[src/rtl/blft_win_sched.sv]
// blft_win_sched: window-fetch scheduler for the bilateral filter.
// Walks the image raster one centre row at a time and issues one memory read per
// window pixel. Each column is fetched top to bottom. The returned pixels go to the
// window datapath, tagged with column-end, window-start and window-complete markers.
// Optional macro BLFT_BORDER_REPLICATE_EN: centres cover the whole image, and window
// rows/cols that fall outside it are clamped to the edge (replicated border).
module blft_win_sched #(
    parameter int IMG_W = 256,
    parameter int IMG_H = 256,
    parameter int WIN   = 11
) (
    input  logic        clk,
    input  logic        rst,
    input  logic        start,
    input  logic        dp_ready,
    output logic        rd_req,
    output logic [15:0] rd_addr,
    input  logic        rd_ack,
    input  logic [7:0]  rd_data,
    output logic        pix_valid,
    output logic [7:0]  pix_data,
    output logic        pix_col_end,
    output logic        pix_win_start,
    output logic        ctr_valid,
    output logic [15:0] ctr_addr,
    output logic        busy,
    output logic        done
);

    localparam int H0 = (WIN - 1) / 2;

`ifdef BLFT_BORDER_REPLICATE_EN
    localparam int FIRST_CTR_ROW = 0;
    localparam int FIRST_CTR_COL = 0;
    localparam int LAST_CTR_ROW  = IMG_H - 1;
    localparam int LAST_CTR_COL  = IMG_W - 1;
    localparam logic signed [9:0] H0_S       = 10'(H0);
    localparam logic signed [9:0] ROW_MAX_S  = 10'(IMG_H - 1);
    localparam logic signed [9:0] COL_MAX_S  = 10'(IMG_W - 1);
    localparam logic        [7:0] ROW_MAX_8  = 8'(IMG_H - 1);
    localparam logic        [7:0] COL_MAX_8  = 8'(IMG_W - 1);
`else
    localparam int FIRST_CTR_ROW = H0;
    localparam int FIRST_CTR_COL = H0;
    localparam int LAST_CTR_ROW  = IMG_H - 1 - H0;
    localparam int LAST_CTR_COL  = IMG_W - 1 - H0;
    localparam logic [7:0] H0_8  = 8'(H0);
`endif

    localparam logic [7:0] FIRST_ROW = 8'(FIRST_CTR_ROW);
    localparam logic [7:0] FIRST_COL = 8'(FIRST_CTR_COL);
    localparam logic [7:0] LAST_ROW  = 8'(LAST_CTR_ROW);
    localparam logic [7:0] LAST_COL  = 8'(LAST_CTR_COL);
    localparam logic [7:0] WIN_LAST  = 8'(WIN - 1);

    typedef enum logic [2:0] {
        ST_IDLE,
        ST_PRIME,
        ST_SLIDE,
        ST_ROWEND,
        ST_DONE
    } state_t;

    state_t     state;
    state_t     next_state;
    logic [7:0] ctr_row;
    logic [7:0] ctr_col;
    logic [7:0] row_off;
    logic [7:0] prime_idx;
    logic       col_active;

    logic       fetching;
    logic       hs;
    logic       last_pix;
    logic       col_done;
    logic       win_done;
    logic       row_done;
    logic [7:0] win_col;
    logic [7:0] frow_c;
    logic [7:0] fcol_c;

    // Handshake and column/window/row completion decode. A column that has issued
    // its first request keeps going even if dp_ready drops.
    always_comb begin
        fetching = (state == ST_PRIME) || (state == ST_SLIDE);
        rd_req   = fetching && (col_active || dp_ready);
        hs       = rd_req && rd_ack;
        last_pix = (row_off == WIN_LAST);
        col_done = hs && last_pix;
        win_done = col_done && ((state == ST_SLIDE) || (prime_idx == WIN_LAST));
        win_col  = (state == ST_SLIDE) ? (ctr_col + 8'd1) : ctr_col;
        row_done = win_done && (win_col == LAST_COL);
    end

`ifdef BLFT_BORDER_REPLICATE_EN
    logic signed [9:0] frow_s;
    logic signed [9:0] fcol_s;

    // Window pixel coordinate in signed form, clamped onto the image edge.
    always_comb begin
        frow_s = $signed({2'b00, ctr_row}) - H0_S + $signed({2'b00, row_off});
        if (state == ST_SLIDE) begin
            fcol_s = $signed({2'b00, ctr_col}) + H0_S + 10'sd1;
        end else begin
            fcol_s = $signed({2'b00, ctr_col}) - H0_S + $signed({2'b00, prime_idx});
        end
        if (frow_s < 10'sd0) begin
            frow_c = 8'd0;
        end else if (frow_s > ROW_MAX_S) begin
            frow_c = ROW_MAX_8;
        end else begin
            frow_c = frow_s[7:0];
        end
        if (fcol_s < 10'sd0) begin
            fcol_c = 8'd0;
        end else if (fcol_s > COL_MAX_S) begin
            fcol_c = COL_MAX_8;
        end else begin
            fcol_c = fcol_s[7:0];
        end
    end
`else
    // Window pixel coordinate; centres keep H0 away from every edge, so it stays in range.
    always_comb begin
        frow_c = ctr_row - H0_8 + row_off;
        if (state == ST_SLIDE) begin
            fcol_c = ctr_col + H0_8 + 8'd1;
        end else begin
            fcol_c = ctr_col - H0_8 + prime_idx;
        end
    end
`endif

    assign rd_addr = fetching ? {frow_c, fcol_c} : 16'h0000;
    assign busy    = (state == ST_PRIME) || (state == ST_SLIDE) || (state == ST_ROWEND);
    assign done    = (state == ST_DONE);

    // State register; reset abandons any frame in progress.
    always_ff @(posedge clk) begin
        if (!rst) begin
            state <= ST_IDLE;
        end else begin
            state <= next_state;
        end
    end

    // Next-state: prime a full window, slide one column at a time, then step rows.
    always_comb begin
        next_state = state;
        case (state)
            ST_IDLE:   if (start) next_state = ST_PRIME;
            ST_PRIME:  if (win_done) next_state = row_done ? ST_ROWEND : ST_SLIDE;
            ST_SLIDE:  if (row_done) next_state = ST_ROWEND;
            ST_ROWEND: next_state = (ctr_row == LAST_ROW) ? ST_DONE : ST_PRIME;
            ST_DONE:   next_state = ST_IDLE;
            default:   next_state = ST_IDLE;
        endcase
    end

    // Raster counters: centre row/col, row offset within a column, column index while priming.
    always_ff @(posedge clk) begin
        if (!rst) begin
            ctr_row    <= 8'd0;
            ctr_col    <= 8'd0;
            row_off    <= 8'd0;
            prime_idx  <= 8'd0;
            col_active <= 1'b0;
        end else begin
            case (state)
                ST_IDLE: begin
                    if (start) begin
                        ctr_row    <= FIRST_ROW;
                        ctr_col    <= FIRST_COL;
                        row_off    <= 8'd0;
                        prime_idx  <= 8'd0;
                        col_active <= 1'b0;
                    end
                end
                ST_PRIME, ST_SLIDE: begin
                    if (rd_req) begin
                        col_active <= !(rd_ack && last_pix);
                    end
                    if (hs) begin
                        row_off <= last_pix ? 8'd0 : (row_off + 8'd1);
                    end
                    if (col_done && (state == ST_PRIME)) begin
                        prime_idx <= (prime_idx == WIN_LAST) ? 8'd0 : (prime_idx + 8'd1);
                    end
                    if (win_done && (state == ST_SLIDE)) begin
                        ctr_col <= win_col;
                    end
                end
                ST_ROWEND: begin
                    if (ctr_row != LAST_ROW) begin
                        ctr_row   <= ctr_row + 8'd1;
                        ctr_col   <= FIRST_COL;
                        prime_idx <= 8'd0;
                    end
                end
                default: ;
            endcase
        end
    end

    // Registered datapath outputs, one cycle after the accepted read.
    always_ff @(posedge clk) begin
        if (!rst) begin
            pix_valid     <= 1'b0;
            pix_data      <= 8'h00;
            pix_col_end   <= 1'b0;
            pix_win_start <= 1'b0;
            ctr_valid     <= 1'b0;
            ctr_addr      <= 16'h0000;
        end else begin
            pix_valid     <= hs;
            pix_data      <= hs ? rd_data : 8'h00;
            pix_col_end   <= col_done;
            pix_win_start <= hs && (state == ST_PRIME) && (prime_idx == 8'd0) && (row_off == 8'd0);
            ctr_valid     <= win_done;
            ctr_addr      <= win_done ? {ctr_row, win_col} : 16'h0000;
        end
    end

endmodule
[config.mk]
export PLATFORM = sky130hd
export DESIGN_NAME = blft_win_sched
export DESIGN_NICKNAME = d
export VERILOG_FILES = /design/src/rtl/blft_win_sched.sv
export SDC_FILE = /design/constraint.sdc
export NUM_CORES = 1
export LEC_CHECK = 0
export BUFFER_PORTS_ARGS = -buffer_cell sky130_fd_sc_hd__buf_2
export CORE_ASPECT_RATIO = 1.4
export CORE_UTILIZATION = 44
export DETAILED_ROUTE_END_ITERATION = 8
export GPL_TIMING_DRIVEN = 0
export PLACE_DENSITY = 0.7
export SYNTH_ARGS = -nofsm -noshare
export SYNTH_HDL_FRONTEND = slang
export SYNTH_SLANG_ARGS = --single-unit
[constraint.sdc]
create_clock -name clk -period 3.55 [get_ports clk]
set_clock_uncertainty 0.2 [all_clocks]
set_input_delay 0.355 -clock clk [delete_from_list [all_inputs] [get_ports clk]]
set_output_delay 0.355 -clock clk [all_outputs]
set_load 0.02 [all_outputs]
Yosys cells after proc, flatten, opt, wreduce, memory -nomap -nowiden
Cells that the tools add are included.
{"block": "word_totals", "in_bits": 13, "regBits": 64, "output_inout_bits": 47, "word_cells": 96}
{"block": "classes", "n_eq_ne": 17, "muxes": 26, "n_reduce_logical": 31, "add_sub_neg": 10}
{"cell": "two-way mux 8 bit", "n": 12}
{"cell": "one-hot mux 8 bit (3 select lines)", "n": 2}
{"cell": "adder 8 x 1 -> 8 bit (second input constant)", "n": 5}
{"cell": "one-hot mux 8 bit (2 select lines)", "n": 2}
{"cell": "adder 8 bit", "n": 2}
{"cell": "== test 8 x 4 -> 1 bit (second input constant)", "n": 2}
{"cell": "== test 8 bit (second input constant)", "n": 2}
{"cell": "zero test 8 bit", "n": 2}
{"cell": "two-way mux 16 bit", "n": 1}
{"cell": "subtractor 8 x 3 -> 8 bit (second input constant)", "n": 2}
{"cell": "inequality test 2 bit (second input constant)", "n": 7}
{"cell": "two-way mux 3 bit", "n": 4}
{"cell": "one-hot mux 3 bit (4 select lines)", "n": 1}
{"cell": "AND reduction 3 bit", "n": 4}
{"cell": "logical AND 1 bit", "n": 11}
{"cell": "adder 8 x 3 -> 8 bit (second input constant)", "n": 1}
{"cell": "inequality test 8 bit (second input constant)", "n": 1}
{"cell": "AND reduction 4 bit", "n": 2}
{"cell": "== test 3 x 2 -> 1 bit (second input constant)", "n": 2}
{"cell": "logical OR 1 bit", "n": 4}
{"cell": "AND reduction 2 bit", "n": 2}
{"cell": "nonzero test 2 bit", "n": 2}
{"cell": "== test 3 x 1 -> 1 bit (second input constant)", "n": 1}
{"cell": "== test 3 bit (second input constant)", "n": 1}
{"cell": "7 further kinds", "n": 9}

Depth between registers and ports, before layout
{"block": "logic_depth", "word_depth": 10, "mapped_depth": 12, "ltp_nobuf": 11}

Least setup slack after synthesis
No wires, ideal clock.
{"block": "synth_path", "kind": "register to output", "from": "register ctr_col[0]", "to": "output rd_addr[7]", "arrival_ns": 2.242, "path_buffers": 1, "setup_slack_ns": 0.753, "path_stages_with_launch": 13, "cell_sequence": "dfxtp_1 clkbuf_1 inv_1 ha_1 inv_1 ha_1 inv_1 fa_1 nand2b_1 a21oi_1 o21ai_0 a21o_1 o211ai_1"}
{"block": "synth_between", "elab_chain_cells": 4}
{"item": "from (decl)", "line_no": "67", "source": "logic [7:0] ctr_col;"}
{"item": "from (signal assigned)", "line_no": "190", "source": "ctr_col <= win_col;"}
{"item": "subtractor 8 x 3 -> 8 bit / adder 8 x 3 -> 8 bit (equally long branches)", "line_no": "129, 127"}
{"item": "adder 8 bit / adder 8 x 1 -> 8 bit (equally long branches)", "line_no": "129, 127"}
{"item": "two-way mux 8 bit *", "line_no": "126", "source": "if (state == ST_SLIDE) begin"}
{"item": "two-way mux 16 bit *", "line_no": "134", "source": "assign rd_addr = fetching ? {frow_c, fcol_c} : 16'h0000;"}
{"item": "to (decl)", "line_no": "17", "source": "output logic [15:0] rd_addr,"}
Every way passes the cells marked *; elsewhere a longest branch is shown, timed or not.

Final worst setup path
{"block": "layout_path", "from": "register ctr_col[1]", "to": "output rd_addr[7]"}
Same word-level chain as after synthesis.

==> out/metrics.yaml <==
synthesis:
  synth.distinct_cells: 53
  synthFlopType: "dfxtp_1"
  synth_compound_area_share_pct: 14.1
  async_flop_share_pct: 0
  synthTopCellsByArea: "dfxtp_1 (32%), ha_1 (12%), xnor2_1 (6.9%), nor2_1 (5.9%), inv_1 (5.0%)"
  synth-simple-area-share_pct: 24.1
  synth_top_family_by_area: "simple AND/OR/NAND/NOR gates"
  ys_top_cells_by_count: "dfxtp_1 (64), nor2_1 (62), inv_1 (53)"
  netlist_instances: 490
  synth-xor-area-share_pct: 8.85
  ys_seq_area_share_pct: 32.4
  synth_edf_count: 0
  synthAdderAreaFrac_pct: 12.7
  synth_nets: 542
  netlist_area_um2: 3960
  synth_mux_area_share_pct: 0.506
  yosys.area.top_type_share_pct: 32.4
  ys_ff_latch: 64
  synth_top_area_cell: "dfxtp_1"
  postSynthAreaPerCell_um2: 8.08
  yosysMostFrequentCell: "dfxtp_1"
  synth_warnings: 0
critical_path:
  cp-start-kind: "register"
  crit_path_end_kind: "primary output"
  crit_type: "register to primary output"
  cp_data_arrival_time_ns: 2.80
  required_ns: 2.99
  crit_fanout: 9
timing:
  hold_viol_final: 0
  grt_setup_unrepaired: "false"
  max_freq_mhz: 298
  min_period_over_period_pct: 94.5
  setup_viol: 0
  drv_slew: 0
  min_period_ns: 3.35
  setup_tns_ns: 0
  slew_headroom_pct: 56.0
  worst_slew_pin_slew_ns: 0.660
grt:
  grt_pass1_wl_um: 16200
  antenna_found_initial: 0
  grt_usage_pct: 22.8
  grt_pass1_vias: 3519
  grt_max_degree: 13
  grt.overflow.total: 0
  grt-busiest-layer: "met2"
  met1_usage_pct: 25.9
  use_met3_pct: 3.90
  grtUsageMet2_pct: 39.9
route:
  drtPass1Iterations: 5
  wl_um: 9750
  drt_iter0_drc: 152
  viasPerCell: 5.40
  avgRoutedWirePerCell_um: 14.6
  ant_nets: 0
  drc_errors: 0
  vias: 3606
floorplanning:
  fp-row-count: 40
  die_w_um: 82.2
  initial_core_util_pct: 45.7
  core_area_um2: 8660
  die_area_um2: 9380
  ios: 60
  die_h_um: 114
clocking:
  holdBufCountCts: 0
  cts_buffer_depth: 2
  ctsHtreeMaxLevel: 3
  cts_tree: "yes"
  clk_pin_slew_ns: 0.06
  cts_buffers: 9
  post_cts_resized: 0
  root_buffer: "clkbuf_16"
  clk_latency_ns: 0.34
  post_cts_buffers: 0
  clock-sinks: 64
outcome:
  status: "complete, no violations"
power:
  leakage_nw: 2.04
  vdd_drop_max_v: 0.000345
  power.density_nw_per_um2: 395
run:
  drv_cap: 0
place:
  dp_hpwl_um: 7490
  io_buffers: 59
  gp_congestion: 0.865
  dpl_cell_area_um2: 4380
hold_path:
  hold_path.class: "primary input to register"
finish:
  diodes: 0
  nets: 610
  syn_to_final_growth_pct: 18.2
  final_util_pct: 54.0
  final_area_um2: 4680
  drive_above_1_share_pct: 16.5
registers in the layout, indices dropped and copies added (netlist names):
name,flops
ctr_addr,16
ctr_col,8
ctr_row,8
pix_data,8
prime_idx,8
row_off,8
state,3
col_active,1
ctr_valid,1
pix_col_end,1
pix_valid,1
pix_win_start,1
area by class of cell:
cell class,count,area [um2]
plain buffers,19,83.8
inverters,53,199
clock inverters,7,72.6
clock buffers,9,225
repair buffers,59,295
well taps,105,131
fillers,818,3980
flip-flops and latches,64,1290
multi-input cells,352,2390
metrics by stage:
| stage | total power [W] | hold slack, ns | std cells | worst slack, ns |
|---|---|---|---|---|
| final | 0.00185 | 0.0181 | 668 | 0.197 |
| after CTS | 0.00186 | 0.0105 | 670 | 0.00742 |
| after floorplan | 0.000919 | 0.262 | 490 | 0.753 |
| after detailed placement | 0.000991 | 0.336 | 654 | 0.387 |
| after global placement | 0.000984 | 0.318 | 654 | 0.422 |
| after global routing | 0.00192 | 0.0224 | 668 | 0.0436 |
critical path, stage by stage, from the launching register on:
cell and delay, ns:
dfxtp_4 0.40, inv_1 0.07, ha_1 0.30, inv_1 0.06, ha_1 0.17, inv_1 0.06
fa_1 0.39, nand2b_1 0.18, a21oi_1 0.16, o21ai_0 0.16, a21o_1 0.21, o211ai_1 0.11
buf_2 0.20
metal layers:
metal | part of all wire (%) | up-vias
met1 | 42 | 1689
met4 | 2.8 | 0
met5 | 0 | -
met3 | 3.9 | 21
li1 | - | 1808
met2 | 51 | 88
cell families (layout without fill, tap and decap cells):
kind of cell / after synthesis / after routing
flops: 64 / 64
mux: 2 / 2
xor+xnor: 40 / 40
fa+ha+maj: 39 / 39
compound gates: 89 / 89
buf+inv: 74 / 147
simple gates: 182 / 182
cells in the final DEF, fill, tap and decap left out, types with 3 or more instances in the layout:
master,count
a211oi_1,8
a21o_1,7
a21oi_1,23
a31oi_1,5
and2_1,14
and3_1,4
and4_1,4
buf_2,63
clkbuf_1,13
clkbuf_16,9
dfxtp_1,62
ha_1,37
inv_1,53
nand2_1,26
nand2b_1,7
nand3_1,15
nand3b_1,3
nand4_1,11
nand4b_1,3
nor2_1,62
nor3_1,12
nor3_2,3
nor4_1,5
o2111ai_1,3
o211ai_1,5
o21ai_0,21
o31ai_1,3
or3_1,3
xnor2_1,31
xor2_1,9
final timing paths:
path         cells past startpoint                 endpoint               startpoint  slack (ns)
max                             12               rd_addr[7]  ctr_col[1]$_SDFFE_PN0P_        0.20
min                              2   pix_data[0]$_SDFF_PN0_               rd_data[0]        0.02
max reg2reg                      6  ctr_addr[14]$_SDFF_PN0_    state[0]$_SDFFE_PN0P_        1.11
min reg2reg                      2   ctr_addr[0]$_SDFF_PN0_  ctr_col[0]$_SDFFE_PN0P_        0.33
where the power goes:
| group | switching (W) | leakage [nW] | internal (W) |
|---|---|---|---|
| Sequential | 0.0000153 | 0.519 | 0.000730 |
| Combinational | 0.000146 | 1.37 | 0.0000857 |
| Clock | 0.000332 | 0.141 | 0.000542 |
No activity file was read; power rests on OpenSTA's default activity.
